### config.mk
export PLATFORM = sky130hd
export DESIGN_NAME = serial_adder
export DESIGN_NICKNAME = d
export VERILOG_FILES = /design/src/rtl/serial_adder.sv
export SDC_FILE = /design/constraint.sdc
export NUM_CORES = 1
export LEC_CHECK = 0
export CORE_ASPECT_RATIO = 0.6
export CORE_MARGIN = 1
export CORE_UTILIZATION = 54
export CTS_BUF_LIST = sky130_fd_sc_hd__clkbuf_4
export DETAILED_ROUTE_END_ITERATION = 6
export PLACE_DENSITY_LB_ADDON = 0.2
export SKIP_CTS_REPAIR_TIMING = 1
export SYNTH_ARGS = -nofsm -noshare
export SYNTH_HDL_FRONTEND = slang
export SYNTH_SLANG_ARGS = --single-unit
### constraint.sdc
create_clock -name clk -period 2 [get_ports clk]
set_input_delay 0.4 -clock clk [delete_from_list [all_inputs] [get_ports clk]]
set_output_delay 0.4 -clock clk [all_outputs]
set_load 0.005 [all_outputs]
### src/rtl/serial_adder.sv
// serial_adder: bit-serial WIDTH-bit adder built on one full-adder slice, LSB first.
// Optional SERIAL_SUB_EN adds a sub input that turns the operation into a-b.
module serial_adder #(
    parameter int WIDTH = 8
) (
    input  logic             clk,
    input  logic             rst,
    input  logic             start,
    input  logic [WIDTH-1:0] a,
    input  logic [WIDTH-1:0] b,
    input  logic             cin,
`ifdef SERIAL_SUB_EN
    input  logic             sub,
`endif
    output logic [WIDTH-1:0] sum,
    output logic             cout,
    output logic             overflow,
    output logic             busy,
    output logic             done
);
    localparam int CW = $clog2(WIDTH);

    typedef enum logic [1:0] {IDLE, SHIFT, DONE} state_t;

    state_t           r_state, w_next;
    logic [WIDTH-1:0] r_a, r_b, r_s, r_sum;
    logic [CW-1:0]    r_cnt;
    logic             r_c, r_cout, r_ovf;
    logic             w_sum, w_carry, w_last, w_accept, w_c_load;
    logic [WIDTH-1:0] w_b_load;

    assign w_sum    = r_a[0] ^ r_b[0] ^ r_c;
    assign w_carry  = (r_a[0] & r_b[0]) | (r_c & (r_a[0] ^ r_b[0]));
    assign w_last   = r_cnt == CW'(WIDTH - 1);
    assign w_accept = (r_state == IDLE) && start;

`ifdef SERIAL_SUB_EN
    // Subtraction is a + ~b + 1; cin is ignored in that mode.
    assign w_b_load = sub ? ~b : b;
    assign w_c_load = sub ? 1'b1 : cin;
`else
    assign w_b_load = b;
    assign w_c_load = cin;
`endif

    always_ff @(posedge clk or posedge rst) begin
        if (rst)
            r_state <= IDLE;
        else
            r_state <= w_next;
    end

    always_comb begin
        w_next = r_state;
        busy   = 1'b1;
        done   = 1'b0;
        case (r_state)
            IDLE: begin
                busy   = 1'b0;
                w_next = start ? SHIFT : IDLE;
            end
            SHIFT: w_next = w_last ? DONE : SHIFT;
            DONE: begin
                done   = 1'b1;
                w_next = IDLE;
            end
            default: w_next = IDLE;
        endcase
    end

    always_ff @(posedge clk or posedge rst) begin
        if (rst) begin
            r_a    <= '0;
            r_b    <= '0;
            r_s    <= '0;
            r_c    <= 1'b0;
            r_cnt  <= '0;
            r_sum  <= '0;
            r_cout <= 1'b0;
            r_ovf  <= 1'b0;
        end else if (w_accept) begin
            r_a   <= a;
            r_b   <= w_b_load;
            r_c   <= w_c_load;
            r_cnt <= '0;
        end else if (r_state == SHIFT) begin
            r_a   <= r_a >> 1;
            r_b   <= r_b >> 1;
            r_s   <= {w_sum, r_s[WIDTH-1:1]};
            r_c   <= w_carry;
            r_cnt <= w_last ? '0 : r_cnt + CW'(1);
            // r_c still holds the carry into the MSB on the final bit.
            if (w_last) begin
                r_sum  <= {w_sum, r_s[WIDTH-1:1]};
                r_cout <= w_carry;
                r_ovf  <= r_c ^ w_carry;
            end
        end
    end

    assign sum      = r_sum;
    assign cout     = r_cout;
    assign overflow = r_ovf;
endmodule

==> results by group, run 1 <==
Setup path
  • Required time worst endpoint: 1.60 ns
  • Top fanout value on the critical path: 4
  • CP Launch Type: register
  • Crit path largest cell delay: 0.51 ns
  • Crit path kind: reg2out
  • CP delay by family, top: buffers and inverters
  • R2R Setup Slk: 0.45 ns
  • Worst path slowest cell: clkdlybuf4s50_1
  • CP endpoint kind: output pin
  • Worst EP arrival: 1.46 ns
  • Worst path bufs/invs: 1
  • Reg2reg end: sum[2]
  • R2R depth: 3
  • RR Startpoint: r_state[1]
  • Crit path cell chain: nor2b_1, clkdlybuf4s50_1

Detailed routing
  • Iter 0 DRT Violations: 108
  • Post-route ant nets: 0
  • Total number of vias: 1262
  • Wirelength per Cell: between 15 and 20 microns
  • DRC: 0
  • Via density: 5.54
  • Final WL: 3440 microns
  • Drt first pass iters: 4

STA
  • RSZ-0062 raised after global routing: false
  • Worst setup margin: around 0.14 ns
  • Clock skew: 0.00757 ns
  • Fmax: 538 MHz
  • TNS Setup: 0 ns
  • Final hold vios: 0
  • Relative slew slack: 0.661
  • Tmin final: 1.86 ns
  • Tcrit/Tclk final: 0.929
  • # setup viols final: 0
  • Hold_ws: approximately 0.47 ns
  • Max-slew violations: 0
  • Worst Tran Pin Value: 0.507 ns

Placement
  • Buffers on Ports: 31
  • Dpl ws: 0.156 ns
  • Placed insts: 220
  • Area after DPL: 2170 sq um
  • GPL Wtd Cong: 0.785
  • Final HPWL from detailed placement: between 2000 and 2500 microns

Floorplanning
  • Starting Density: 0.569
  • Core area: ~3300 sq um
  • Row count: 16
  • Chip width: 77.7 microns
  • Ports: 32
  • Chip height: between 40 and 50 microns
  • Full die area: between 3000 and 4000 sq um

GRT
  • Largest net degree at the start of global routing: 40
  • First-pass GRT wire length: 5420 microns
  • Total congestion overflow: 0
  • Vias in the first global route: between 1000 and 1500
  • Initial antenna violation count: 0
  • Global-route usage over all layers: 0.201

CTS
  • TritonCTS Buffers: 5
  • # clock sinks: 39
  • Longest Clk Path Bufs: 2
  • Htree depth: 2
  • Clock Tree Root: clkbuf_4
  • CTS clk-pin slew, worst paths: 0.12 ns
  • CTS tree: built
  • Worst skew pair latency: 0.34 ns

Logic synthesis
  • Ranking of synthesized cells by area: dfrtp_1 (53%), mux2_2 (10%), nor4b_1 (6.6%)
  • Syn Nets: 175
  • Part of the Yosys area used for sequential elements: 0.526
  • Seq cells post-synth: 39
  • Synth top area share: 0.526
  • Avg Cell Area, Syn: ~12 sq um
  • Synth unique cells: 24
  • Synthesized instance count: 151
  • Synth warn: 0
  • Dominant cell type by area after synthesis: dfrtp_1
  • Synth Cell Area: 1860 sq um

Cells and area
  • Diode count: 0
  • Design area: 2270 sq um
  • Area grow syn2layout: 22.5%
  • Finished Core Util: 0.697
  • Layout cell share with drive strength beyond 1: 0.191
  • Final non-filler cell total: ~230
  • Nets: ~210

Outcome
  • Status: finished clean

Min path
  • Class of the tightest hold or removal check: in2async

Run
  • Max_cap viols: 0

Power and ir drop
  • Power per Cell Area: approximately 1500 nW/um^2
  • Design Power: 3.41 mW
  • VDD IR max: 0.000862 V
  • P_leak: around 1 nW
-- sequential cells by signal (all words and copies together), names as in the netlist --
| signal | count |
|---|---|
| r_state | 2 |
| r_c | 1 |
| sum | 8 |
| overflow | 1 |
| r_a | 8 |
| r_cnt | 3 |
| r_s | 7 |
| r_b | 8 |
| cout | 1 |
-- power by group --
| part | internal, mW | total [mW] | switching (mW) |
|---|---|---|---|
| clock network | 0.389 | 0.650 | 0.262 |
| registers | 1.17 | 1.39 | 0.228 |
| logic | 0.781 | 1.37 | 0.584 |
-- worst register-to-register path, cell delays in order, from the launching register on --
cell and delay, ns:
dfrtp_1 0.43, buf_4 0.35, nand3b_4 0.31, mux2_2 0.36
-- synth_stat cells --
master and n:
dfrtp_1 39, inv_1 19, mux2_2 17, nor2_1 14
nor4b_1 14, a221oi_1 12, buf_6 6, buf_2 5
a32o_1 3, ha_1 3, a211oi_1 2, a22o_1 2
nand2b_1 2, nor2b_1 2, nor3b_1 2, a21oi_1 1
a222oi_1 1, clkbuf_1 1, clkbuf_2 1, fa_1 1
nand3b_4 1, nor2b_4 1, o21bai_4 1, xor2_1 1
-- layout make-up --
cell class	count	area (sq um)
tap	45	56.3
sequential	39	976
clock inverter	3	67.6
clock buffer	5	37.5
multi-input combinational	80	711
timing repair buffer	37	355
inverter	19	71.3
fill	239	988
-- worst max-delay path by stage --
stage	startpoint	end	slack, ns	cells after the start
2_1_floorplan	r_cnt[0]	cout	0.54	5
3_3_place_gp	start	r_a[4]	0.28	4
3_5_place_dp	start	r_a[2]	0.16	4
4_1_cts	r_state[1]	busy	0.07	3
5_1_grt	r_state[1]	done	0.03	2
6_report	r_state[1]	done	0.14	2
-- per-layer routing --
| layer | global-route usage | part of all wire |
|---|---|---|
| met5 | 0 | 0 |
| met4 | 0.0566 | 0.0026 |
| met3 | 0.0514 | 0.039 |
| met2 | 0.315 | 0.48 |
| met1 | 0.287 | 0.48 |
-- placed cells by master (no fill, tap or decap), drive strengths merged --
cell type      instances
buf                    6
inv                   19
a32o                   3
bufinv                 2
mux2                  17
nand3b                 1
nor4b                 14
a22o                   2
a222oi                 1
fa                     1
dfrtp                 39
xor2                   1
a211oi                 2
nand2b                 2
nor3b                  2
a221oi                12
clkbuf                 5
a21oi                  1
nor2                  14
ha                     3
clkdlybuf4s50         31
nor2b                  3
clkinvlp               1
o21bai                 1
-- cells by family after synthesis --
| kind of cell | after synthesis | synth area share |
|---|---|---|
| AO/OA/AOI/OAI | 22 | 0.108 |
| XOR/XNOR | 1 | 0.00472 |
| adder cells (fa/ha/maj) | 4 | 0.0310 |
| buffers and inverters | 32 | 0.0930 |
| flip-flops | 39 | 0.526 |
| multiplexers | 17 | 0.103 |
| AND/OR/NAND/NOR | 36 | 0.134 |
(Power assumes the default switching activity.)
==> run 2: changes to the inputs <==
--- a/config.mk
+++ b/config.mk
@@ -7,7 +7,7 @@
 export LEC_CHECK = 0
 export CORE_ASPECT_RATIO = 0.6
 export CORE_MARGIN = 1
-export CORE_UTILIZATION = 54
+export CORE_UTILIZATION = 45
 export CTS_BUF_LIST = sky130_fd_sc_hd__clkbuf_4
 export DETAILED_ROUTE_END_ITERATION = 6
 export PLACE_DENSITY_LB_ADDON = 0.2
==> constraint.sdc (replaced) <==
create_clock -name clk -period 1.7 [get_ports clk]
set_input_delay 0.34 -clock clk [delete_from_list [all_inputs] [get_ports clk]]
set_output_delay 0.34 -clock clk [all_outputs]
set_load 0.005 [all_outputs]
==> results by group, run 2 (synthesis gave the netlist of run 1 again) <==
Outcome
  • Status: finished clean (unchanged)

GRT
  • Total congestion overflow: 0 (unchanged)
  • Initial antenna violation count: 0 (unchanged)
  • Vias in the first global route: 1316 (was 1120)
  • First-pass GRT wire length: 6130 microns (was 5420 microns)
  • Largest net degree at the start of global routing: 40 (unchanged)
  • Global-route usage over all layers: 0.189 (was 0.201)

Detailed routing
  • Wirelength per Cell: 15.7 microns (was 15.1 microns)
  • Final WL: 3730 microns (was 3440 microns)
  • Total number of vias: 1303 (was 1262)
  • DRC: 0 (unchanged)
  • Drt first pass iters: 6 (was 4)
  • Iter 0 DRT Violations: 72 (was 108)
  • Via density: 5.47 (was 5.54)
  • Post-route ant nets: 0 (unchanged)

Power and ir drop
  • Power per Cell Area: 1660 nW/um^2 (was 1500 nW/um^2)
  • VDD IR max: 0.000817 V (was 0.000862 V)
  • P_leak: 1.03 nW (was 0.983 nW)
  • Design Power: 3.87 mW (was 3.41 mW)

STA
  • Max-slew violations: 0 (unchanged)
  • Fmax: approximately 610 MHz
  • TNS Setup: 0 ns (unchanged)
  • Worst Tran Pin Value: 0.419 ns (was 0.507 ns)
  • RSZ-0062 raised after global routing: false (unchanged)
  • Relative slew slack: 0.717 (was 0.661)
  • Hold_ws: 0.336 ns (was 0.474 ns)
  • Worst setup margin: 0.0585 ns (was 0.142 ns)
  • Clock skew: 0.0174 ns (was 0.00757 ns)
  • # setup viols final: 0 (unchanged)
  • Tcrit/Tclk final: 0.966
  • Tmin final: 1.64 ns
  • Final hold vios: 0 (unchanged)

Floorplanning
  • Row count: 17 (was 16)
  • Chip height: 51.8 microns (was 47.4 microns)
  • Core area: 3810 sq um (was 3260 sq um)
  • Full die area: 4400 sq um (was 3680 sq um)
  • Chip width: 84.9 microns (was 77.7 microns)
  • Starting Density: 0.488 (was 0.569)
  • Ports: 32 (unchanged)

Placement
  • GPL Wtd Cong: 0.718 (was 0.785)
  • Dpl ws: 0.0801 ns (was 0.156 ns)
  • Buffers on Ports: 31 (unchanged)
  • Area after DPL: 2220 sq um (was 2170 sq um)
  • Final HPWL from detailed placement: 2530 microns (was 2350 microns)
  • Placed insts: 225 (was 220)

CTS
  • # clock sinks: 39 (unchanged)
  • Clock Tree Root: clkbuf_4 (unchanged)
  • Htree depth: 2 (unchanged)
  • TritonCTS Buffers: 5 (unchanged)
  • CTS tree: built (unchanged)
  • CTS clk-pin slew, worst paths: 0.13 ns (was 0.12 ns)
  • Longest Clk Path Bufs: 2 (unchanged)
  • Worst skew pair latency: 0.35 ns (was 0.34 ns)

Cells and area
  • Most frequent cells in the layout: dfrtp_1 (38), clkdlybuf4s50_1 (29), inv_1 (19) (was dfrtp_1 (39), clkdlybuf4s50_1 (31), inv_1 (19))
  • Layout cell share with drive strength beyond 1: 0.230 (was 0.191)
  • Design area: 2330 sq um (was 2270 sq um)
  • Most common cell after layout, fill and taps aside: dfrtp_1 (unchanged)
  • Finished Core Util: 0.612 (was 0.697)
  • Diode count: 0 (unchanged)
  • Area grow syn2layout: 25.5% (was 22.5%)
  • Nets: 214 (was 206)
  • Final non-filler cell total: 238 (was 228)
  • Fillers: 313 (was 239)

Run
  • Max_cap viols: 0 (unchanged)

Min path
  • Class of the tightest hold or removal check: in2async (unchanged)

Setup path
  • Required time worst endpoint: 1.93 ns (was 1.60 ns)
  • CP Launch Type: register (unchanged)
  • Crit path kind: reg2reg (was reg2out)
  • CP endpoint kind: register (was output pin)
  • Worst EP arrival: 1.87 ns (was 1.46 ns)
  • R2R depth: 5 (was 3)
  • Top fanout value on the critical path: 16 (was 4)
-- run 2: cell types whose count changed in the layout (fill, tap and decap cells not counted), sizes merged --
| cell | previous run | this run |
|---|---|---|
| dlymetal6s2s | 0 | 2 |
| clkdlybuf4s50 | 31 | 29 |
| buf | 6 | 14 |
| bufinv | 2 | 0 |
| clkbuf | 5 | 6 |
| clkinv | 0 | 1 |
-- run 2: final timing paths --
path | from | to | slack [ns]
min in group clk | r_cnt[1] | r_cnt[1] | 0.51
min | rst | r_cnt[0] | 0.34
min reg2reg | r_cnt[1] | r_cnt[1] | 0.51
max | r_state[0] | r_s[1] | 0.06
max reg2reg | r_state[0] | r_s[1] | 0.06
max in group asynchronous | rst | r_state[0] | 1.15
-- run 2: per-layer routing --
metal  global-route usage  wire length, microns  vias up
met5                    0                     0        -
met4               0.0734                    29        0
met3               0.0492                   148        5
met2                0.305                  1740       25
met1                0.247                  1810      661
li1                     -                     -      612
-- run 2: area by class of cell --
| class | count | area (sq um) | share of cell area |
|---|---|---|---|
| sequential | 39 | 977 | 0.419 |
| multi-input combinational | 80 | 716 | 0.307 |
| timing repair buffer | 45 | 449 | 0.193 |
| inverter | 19 | 71.3 | 0.0306 |
| tap | 47 | 58.8 | 0.0252 |
| clock buffer | 6 | 45.0 | 0.0193 |
| clock inverter | 2 | 12.5 | 0.00537 |
-- run 2: power by group --
group          internal [mW]  switching [mW]  leakage (nW)
Combinational           1.02           0.721         0.552
Sequential              1.37           0.270         0.451
Clock                  0.176           0.307        0.0317
Total                   2.57            1.30          1.03
-- run 2: worst max-delay path, stage by stage (launching register included) --
cell     delay, ns
dfrtp_2       0.42
buf_4         0.13
buf_4         0.11
buf_6         0.17
nor2b_4       0.34
mux2_2        0.37
==> variant (config.mk and constraints of run 2) <==
Re-encode `state_t` (3 states) as one-hot, 3 bits wide.
--- a/src/rtl/serial_adder.sv
+++ b/src/rtl/serial_adder.sv
@@ -21,5 +21,5 @@
     localparam int CW = $clog2(WIDTH);
 
-    typedef enum logic [1:0] {IDLE, SHIFT, DONE} state_t;
+    typedef enum logic [2:0] {IDLE = 3'b001, SHIFT = 3'b010, DONE = 3'b100} state_t;
 
     state_t           r_state, w_next;
Behaviour: same outputs for any inputs over 10 cycles, from zero or initial values and one cycle with rst high; not proved beyond that.
==> variant against run 2 <==
The flow now finishes with violations (negative setup slack). Total power fell by 19%. Sequential cell count increased by 1. Routed wire length down 9.3%. Synthesized area fell by 5.4%. Combinational power decreased by 38%. Final area decreased by 3.6%. First-iteration DRC count fell by 13%. Setup slack worse by 78 ps. Non-clock buffer count fell by 4. Count of clock-buffer cells in the layout fell by 1. Largest cell class unchanged.
==> variant: results <==
[setup_path]
r2r_setup_slack_ps = 100
crit_fanout = 2
endpoint = busy
arrival_ps = 1380
r2r_start = r_cnt[0]
slowest_stage = dfstp_2

[outcome]
outcome = finished with violations
violations = negative setup slack

[placement]
hpwl_mm = 2.28

[sta]
finClkSkew_ps = 9.72
setup_viol = 1
worst_slack_ps = -19.4

[synthesis]
netlist_top_cells_count = dfrtp_1 (39), nand2_1 (38), a21oi_1 (29)
ys_types = 27
syn_nets = 188
ys_top_cells_by_area = dfrtp_1 (56%), a21oi_1 (8.3%), nand2_1 (8.1%)
seq_area_frac_synth_pct = 57.1

[power_and_ir_drop]
ir_drop_mv = 0.746
leakagePower_uw = 0.00112

[final_layout]
drive_gt1_share_pct = 16.3
fill_cells = 319
nNetsFinal = 226

[grt]
grt_pass1_wl_mm = 5.75

[drt]
num_vias = 1249
wl_per_cell_microns = 13.5
variant: routing by layer:
metal,track usage [%],vias up,share of wire (%)
met5,0,-,0
met4,6.90,0,0.62
met3,4.91,3,3.8
met2,27.7,23,43
met1,27.4,601,52
li1,-,622,-
variant: through the flow:
step	instances	setup slack (ps)	cell area (sq um)	setup TNS, ps	total power [uW]
5_1_grt	250	-71.5	2250	-71.5	3390
4_1_cts	250	-442	2250	-676	3170
3_3_place_gp	242	-23.5	2170	-23.5	2510
6_report	250	-19.4	2250	-19.4	3150
3_5_place_dp	242	-53.8	2170	-53.8	2570
2_1_floorplan	164	266	1760	0	2190
variant: cells by family after synthesis:
| family | share of synthesized area [%] |
|---|---|
| DFF | 57.1 |
| xor gates and xnor gates | 0.997 |
| AOI/OAI and AO/OA | 10.5 |
| buffers and inverters | 3.35 |
| muxes | 8.33 |
| and+or+nand+nor | 16.5 |
| adders and majority gates | 3.28 |
variant: worst min path at each step:
stage,start,to,slack [ps]
floorplan,r_s[1],r_s[1],450
global route,rst,r_s[4],330
finish,rst,r_b[6],340
global placement,r_s[1],r_s[1],460
CTS,rst,r_b[7],340
detailed placement,r_b[7],r_b[7],480
variant: cell type report:
| class | count | area (sq um) | share of cell area (%) |
|---|---|---|---|
| Clock buffer | 5 | 37.5 | 1.67 |
| Clock inverter | 3 | 37.5 | 1.67 |
| Inverter | 1 | 3.75 | 0.167 |
| Multi-Input combinational cell | 113 | 698 | 31.1 |
| Sequential cell | 40 | 1000 | 44.6 |
| Tap cell | 47 | 58.8 | 2.62 |
| Timing Repair Buffer | 41 | 408 | 18.2 |
variant: power by group through the flow:
stage	clock, uW	sequential, uW	combinational [uW]
2_1_floorplan	0	1450	739
5_1_grt	660	1510	1220
4_1_cts	614	1470	1090
3_5_place_dp	0	1480	1090
6_report	599	1470	1080
3_3_place_gp	0	1470	1040
variant: worst max-delay path, delay by kind of cell (launching register included):
family	cells	cell delay, ps
simple gates	1	370
flops	1	550
buf+inv	1	120
